===== src/rtl/prm_oblgc_sweep.sv =====
// Sweeps a contiguous range of checker query codes, one code per cycle, and packs
// the returned edge-mask bits into WORD_W-bit words on a valid/ready output stream.
module prm_oblgc_sweep #(
  parameter int IN_W   = 15,
  parameter int WORD_W = 32,
  parameter int CNT_W  = 16
) (
  input  logic              clk,
  input  logic              rst,
  input  logic              start,
  input  logic [IN_W-1:0]   base,
  input  logic [CNT_W-1:0]  count,
  output logic [IN_W-1:0]   chk_in,
  input  logic              chk_mask,
  output logic [WORD_W-1:0] word_data,
  output logic              word_valid,
  input  logic              word_ready,
  output logic              word_last,
  output logic              busy,
  output logic              done
);

  localparam int IDX_W = $clog2(WORD_W);

  typedef enum logic [1:0] {
    S_IDLE,
    S_RUN,
    S_DRAIN,
    S_DONE
  } state_t;

  state_t              r_state;
  state_t              w_state_next;
  logic [IN_W-1:0]     r_chk_in;
  logic [CNT_W-1:0]    r_remaining;
  logic [IDX_W-1:0]    r_bit_idx;
  logic [WORD_W-1:0]   r_acc;
  logic [WORD_W-1:0]   r_word_data;
  logic                r_word_valid;
  logic                r_word_last;

  logic                w_accept;
  logic                w_final_query;
  logic                w_emit;
  logic                w_stall;
  logic                w_sample;
  logic                w_handshake;
  logic [WORD_W-1:0]   w_acc_next;

  assign w_accept      = start && (r_state == S_IDLE);
  assign w_final_query = (r_remaining == CNT_W'(1));
  assign w_emit        = (r_bit_idx == IDX_W'(WORD_W - 1)) || w_final_query;
  // A full output register only blocks the cycle that would overwrite it.
  assign w_stall       = r_word_valid && !word_ready && w_emit;
  assign w_sample      = (r_state == S_RUN) && !w_stall;
  assign w_handshake   = r_word_valid && word_ready;
  assign w_acc_next    = r_acc | (WORD_W'(chk_mask) << r_bit_idx);

  // NOTE: every next-state output gets a default first, so no path leaves it unassigned and no latch is inferred.
  always_comb begin
    w_state_next = r_state;
    case (r_state)
      S_IDLE:  if (start) w_state_next = (count == '0) ? S_DONE : S_RUN;
      S_RUN:   if (w_sample && w_final_query) w_state_next = S_DRAIN;
      S_DRAIN: if (w_handshake && r_word_last) w_state_next = S_DONE;
      S_DONE:  w_state_next = S_IDLE;
      default: w_state_next = S_IDLE;
    endcase
  end

  // NOTE: sequential state uses non-blocking assignments so every register sees pre-edge values.
  always_ff @(posedge clk or posedge rst) begin
    if (rst) begin
      r_state <= S_IDLE;
    end else begin
      r_state <= w_state_next;
    end
  end

  always_ff @(posedge clk or posedge rst) begin
    if (rst) begin
      r_chk_in     <= '0;
      r_remaining  <= '0;
      r_bit_idx    <= '0;
      r_acc        <= '0;
      r_word_data  <= '0;
      r_word_valid <= 1'b0;
      r_word_last  <= 1'b0;
    end else begin
      if (w_accept) begin
        r_chk_in    <= base;
        r_remaining <= count;
        r_bit_idx   <= '0;
        r_acc       <= '0;
      end

      if (w_handshake) begin
        r_word_valid <= 1'b0;
        r_word_last  <= 1'b0;
      end

      // A word load on the handshake edge overrides the clear above, so full rate has no bubble.
      if (w_sample) begin
        r_chk_in    <= r_chk_in + IN_W'(1);
        r_remaining <= r_remaining - CNT_W'(1);
        if (w_emit) begin
          r_word_data  <= w_acc_next;
          r_word_valid <= 1'b1;
          r_word_last  <= w_final_query;
          r_acc        <= '0;
          r_bit_idx    <= '0;
        end else begin
          r_acc     <= w_acc_next;
          r_bit_idx <= r_bit_idx + IDX_W'(1);
        end
      end
    end
  end

  assign chk_in     = r_chk_in;
  assign word_data  = r_word_data;
  assign word_valid = r_word_valid;
  assign word_last  = r_word_last;
  assign busy       = (r_state != S_IDLE);
  assign done       = (r_state == S_DONE);

endmodule


===== config.mk =====
export PLATFORM = sky130hd
export DESIGN_NAME = prm_oblgc_sweep
export DESIGN_NICKNAME = d
export VERILOG_FILES = /design/src/rtl/prm_oblgc_sweep.sv
export SDC_FILE = /design/constraint.sdc
export NUM_CORES = 1
export LEC_CHECK = 0
export BUFFER_PORTS_ARGS = -buffer_cell sky130_fd_sc_hd__buf_2
export CORE_MARGIN = 2
export CORE_UTILIZATION = 50
export DETAILED_ROUTE_END_ITERATION = 6
export PLACE_DENSITY = 0.72
export SLEW_MARGIN = 25
export SYNTH_ARGS = -nofsm -noshare
export SYNTH_HDL_FRONTEND = slang
export SYNTH_SLANG_ARGS = --single-unit

===== constraint.sdc =====
create_clock -name clk -period 8.1 [get_ports clk]
set_input_delay 1.62 -clock clk [delete_from_list [all_inputs] [get_ports clk]]
set_output_delay 1.62 -clock clk [all_outputs]
set_load 0.02 [all_outputs]

==> results.md <==
| Metric | This run |
| --- | --- |
| Outcome | finished, final reports clean |
| Post-Synthesis Net Count | 571 |
| Final hold violation count | 0 |
| Hold Path Cell Cnt | 2 |
| Final hold slack | 0.4857 ns |
| Routed length on met1 | 5283 µm |
| Average via count per standard cell | 5.811 |
| Wire length of the first global-routing pass | 19,590 µm |
| Clock transition at the registers of the reported paths | 0.11 ns |
| Antenna violations before repair | 0 |
| Top Layer Used | met4 |
| Worst r2r dst | chk_in[11] |
| Peak supply drop | 198.9 µV |
| Count of flip-flops with a built-in enable after synthesis | 0 |
| Source of the worst hold timing path | word_data[15] |
| Final setup violating endpoints | 0 |
| Routed Antenna Nets | 0 |
| Worst hold path endpoint | word_data[15] |
| CTS max path bufs | 2 |
| Netlist area before placement | 5206 µm² |
| Cell Count, Final, Fillers Out | 732 |
| Number of distinct library cells after synthesis | 60 |
| Die Area | 11,240 µm² |
| Arrival time at the worst endpoint | 1.36 ns |
| R2r setup slk | 5.25 ns |
| Number of slew-limit violations in the final report | 0 |
| Share of synthesized flip-flops with an asynchronous set or reset | 1.000 |
| Launch instance of the worst register-to-register path | r_bit_idx[1] |
| Worst Clk Skew | 0.01477 ns |
| Clk_lat worst skew | 0.38 ns |
| CP Capture Type | primary output |
| GRT Total Usage | 0.2173 |
| IO buf count | 86 |
| Detail-routed net length per standard cell | 16.05 µm |
| DRT iter0 DRCs | 247 |
| Number of instances in the synthesized netlist | 525 |
| Static leakage power | 0.002692 µW |
| Total core area | 10,230 µm² |
| Die extent in y | 106.0 µm |
| Sequential share of the synthesized area | 0.4999 |
| Final Critical Period | 2.976 ns |
| Min-delay worst type | flop to flop |
| Largest net degree at the start of global routing | 70 |
| Path type of the worst setup path | flop to primary output |
| Post-detailed-route DRC marker count | 0 |
| Share of cells above drive strength 1 | 0.2181 |
| Vias in the first global route | 3,960 |
| Register bit count reported by yosys | 104 |
| Clock Sinks | 104 |
| Worst setup SP type | flop |
| Sum of net half-perimeters after detailed placement | 8133 µm |
| Power density of the placed cells | 299.6 nW/µm² |
| Detailed Routing Iterations Pass 1 | 5 |
| Most instantiated flip-flop cell in the synthesis netlist | sky130_fd_sc_hd__dfrtp_1 |
| Total Routed Length | 11,750 µm |
| CTS Buf Count | 9 |
| CTS H-tree lvls | 3 |
| Endpoint required time on the critical path | 6.48 ns |
| Syn-to-layout area delta | 11.85% |
| Final period util | 0.3674 |
| Residual overflow from global routing | 0 |
| Length in cells of the worst reg-to-reg path | 7 |
| Crit Path Max Fanout | 4 |
| Number of nets in the layout | 637 |
| I/O pin cnt | 87 |
| Final standard cell area without fillers | 5823 µm² |
| Synthesized area per cell | 9.917 µm² |
| Starting density of the core | 0.5089 |
| Wire length on met3 | 556 µm |
| Die X | 106.0 µm |
| TritonCTS clock tree | built |
| Setup bufs post-CTS | 0 |
| Weighted congestion reported at the end of routability-driven placement | 0.8477 |
| Setup TNS | 0 ns |
| Cell area reported after detailed placement | 5614 µm² |
| Number of rows in the core area | 37 |
| Slew margin rel. | 0.3450 |
| Inserted Diodes | 0 |
| Gates resized, CTS repair | 0 |
| Max_cap viols | 0 |
| Via count | 4,254 |
| Root buffer cell | sky130_fd_sc_hd__clkbuf_8 |
| Syn. warnings | 0 |
| # hold bufs at CTS | 0 |
| Layout Utilization | 0.5692 |
| Worst Max-Slew Pin Slew | 0.9803 ns |
| Unrepaired setup endpoints after global routing | false |
| Dpl cells | 716 |
| Routed met2 length | 5807 µm |
| Highest Clock Rate | 0.3361 GHz |
placed cells by master, fill, tap and decap left out, types with 3 or more instances in the layout:
| master | n |
|---|---|
| sky130_fd_sc_hd__and3_1 | 15 |
| sky130_fd_sc_hd__o21ai_4 | 3 |
| sky130_fd_sc_hd__clkbuf_8 | 9 |
| sky130_fd_sc_hd__buf_4 | 3 |
| sky130_fd_sc_hd__and3b_1 | 3 |
| sky130_fd_sc_hd__dfrtp_1 | 104 |
| sky130_fd_sc_hd__nor3b_1 | 3 |
| sky130_fd_sc_hd__nor4_1 | 3 |
| sky130_fd_sc_hd__nor3_1 | 16 |
| sky130_fd_sc_hd__a21oi_1 | 49 |
| sky130_fd_sc_hd__nand2_1 | 68 |
| sky130_fd_sc_hd__inv_1 | 17 |
| sky130_fd_sc_hd__and4_1 | 4 |
| sky130_fd_sc_hd__nor3b_2 | 3 |
| sky130_fd_sc_hd__o221a_1 | 3 |
| sky130_fd_sc_hd__o21ai_1 | 37 |
| sky130_fd_sc_hd__buf_2 | 86 |
| sky130_fd_sc_hd__o211ai_1 | 7 |
| sky130_fd_sc_hd__a211oi_1 | 3 |
| sky130_fd_sc_hd__nor3_2 | 5 |
| sky130_fd_sc_hd__inv_6 | 3 |
| sky130_fd_sc_hd__a22o_1 | 33 |
| sky130_fd_sc_hd__a21o_1 | 5 |
| sky130_fd_sc_hd__ha_1 | 10 |
| sky130_fd_sc_hd__or3_1 | 4 |
| sky130_fd_sc_hd__o21ai_0 | 6 |
| sky130_fd_sc_hd__nor2_1 | 23 |
| sky130_fd_sc_hd__nand4_1 | 4 |
| sky130_fd_sc_hd__o22ai_1 | 8 |
| sky130_fd_sc_hd__nand3_1 | 14 |
through the flow:
stage | power [µW] | worst slack [ns]
2_1_floorplan | 1296 | 3.748
3_3_place_gp | 1404 | 4.675
3_5_place_dp | 1434 | 4.624
4_1_cts | 1744 | 5.016
5_1_grt | 1872 | 5.020
6_report | 1745 | 5.124
synthesized netlist by cell type (4+ instances only):
| cell type | count | area [µm²] |
|---|---|---|
| sky130_fd_sc_hd__a21o_1 | 5 | 37.54 |
| sky130_fd_sc_hd__a21oi_1 | 49 | 245.2 |
| sky130_fd_sc_hd__a22o_1 | 33 | 289.0 |
| sky130_fd_sc_hd__and3_1 | 15 | 93.84 |
| sky130_fd_sc_hd__and4_1 | 4 | 35.03 |
| sky130_fd_sc_hd__buf_2 | 6 | 30.03 |
| sky130_fd_sc_hd__buf_6 | 12 | 135.1 |
| sky130_fd_sc_hd__clkbuf_1 | 11 | 41.29 |
| sky130_fd_sc_hd__dfrtp_1 | 104 | 2603 |
| sky130_fd_sc_hd__ha_1 | 10 | 125.1 |
| sky130_fd_sc_hd__inv_1 | 18 | 67.56 |
| sky130_fd_sc_hd__nand2_1 | 68 | 255.2 |
| sky130_fd_sc_hd__nand3_1 | 14 | 70.07 |
| sky130_fd_sc_hd__nand4_1 | 4 | 25.02 |
| sky130_fd_sc_hd__nor2_1 | 23 | 86.33 |
| sky130_fd_sc_hd__nor3_1 | 16 | 80.08 |
| sky130_fd_sc_hd__nor3_2 | 5 | 50.05 |
| sky130_fd_sc_hd__nor3b_1 | 5 | 37.54 |
| sky130_fd_sc_hd__o211ai_1 | 7 | 52.55 |
| sky130_fd_sc_hd__o21ai_0 | 6 | 30.03 |
| sky130_fd_sc_hd__o21ai_1 | 37 | 185.2 |
| sky130_fd_sc_hd__o22ai_1 | 8 | 50.05 |
| sky130_fd_sc_hd__or3_1 | 4 | 25.02 |
cell type report:
cell class	instances	area, µm²
timing repair buffer	89	452.9
sequential	104	2603
fill	939	4408
tap	136	170.2
inverter	18	70.07
multi-input combinational	369	2340
clock buffer	10	127.6
clock inverter	6	60.06
worst max-delay path, cell delays in order (launching register included):
cell and delay (ns):
sky130_fd_sc_hd__dfrtp_1 0.40, sky130_fd_sc_hd__inv_1 0.10, sky130_fd_sc_hd__ha_1 0.23, sky130_fd_sc_hd__inv_1 0.08, sky130_fd_sc_hd__buf_2 0.16
flip-flops by register name, summed over array words and instances, names as in the netlist:
signal and flops:
word_valid 1, r_acc 32, r_state 2, word_data 32, word_last 1, r_remaining 16
r_bit_idx 5, chk_in 15
how the worst max path moves through the flow:
stage                  from              end  slack, ns
2_1_floorplan           rst        chk_in[0]       3.75
3_3_place_gp     word_ready   r_remaining[8]       4.67
3_5_place_dp     word_ready       chk_in[13]       4.62
4_1_cts          word_ready       chk_in[13]       5.02
5_1_grt        r_bit_idx[1]  r_remaining[14]       5.02
6_report         r_state[0]             busy       5.12
power by group:
part / internal, µW / switching, µW
sequential: 611 / 121
combinational: 243 / 459
clock: 119 / 192
total: 972 / 772
layer usage:
metal | vias to the layer above | track usage
met5 | - | 0
met4 | 0 | 0.05169
met3 | 12 | 0.04905
met2 | 105 | 0.3535
met1 | 2081 | 0.2980
li1 | 2056 | -
logic make-up after synthesis:
logic type / after synthesis / share of synthesized area
simple gates: 179 / 0.1846
fa+ha+maj: 10 / 0.02403
mux: 3 / 0.006008
compound gates: 177 / 0.2278
buf+inv: 52 / 0.05768
flops: 104 / 0.4999
Power figures use the tool's default switching activity.
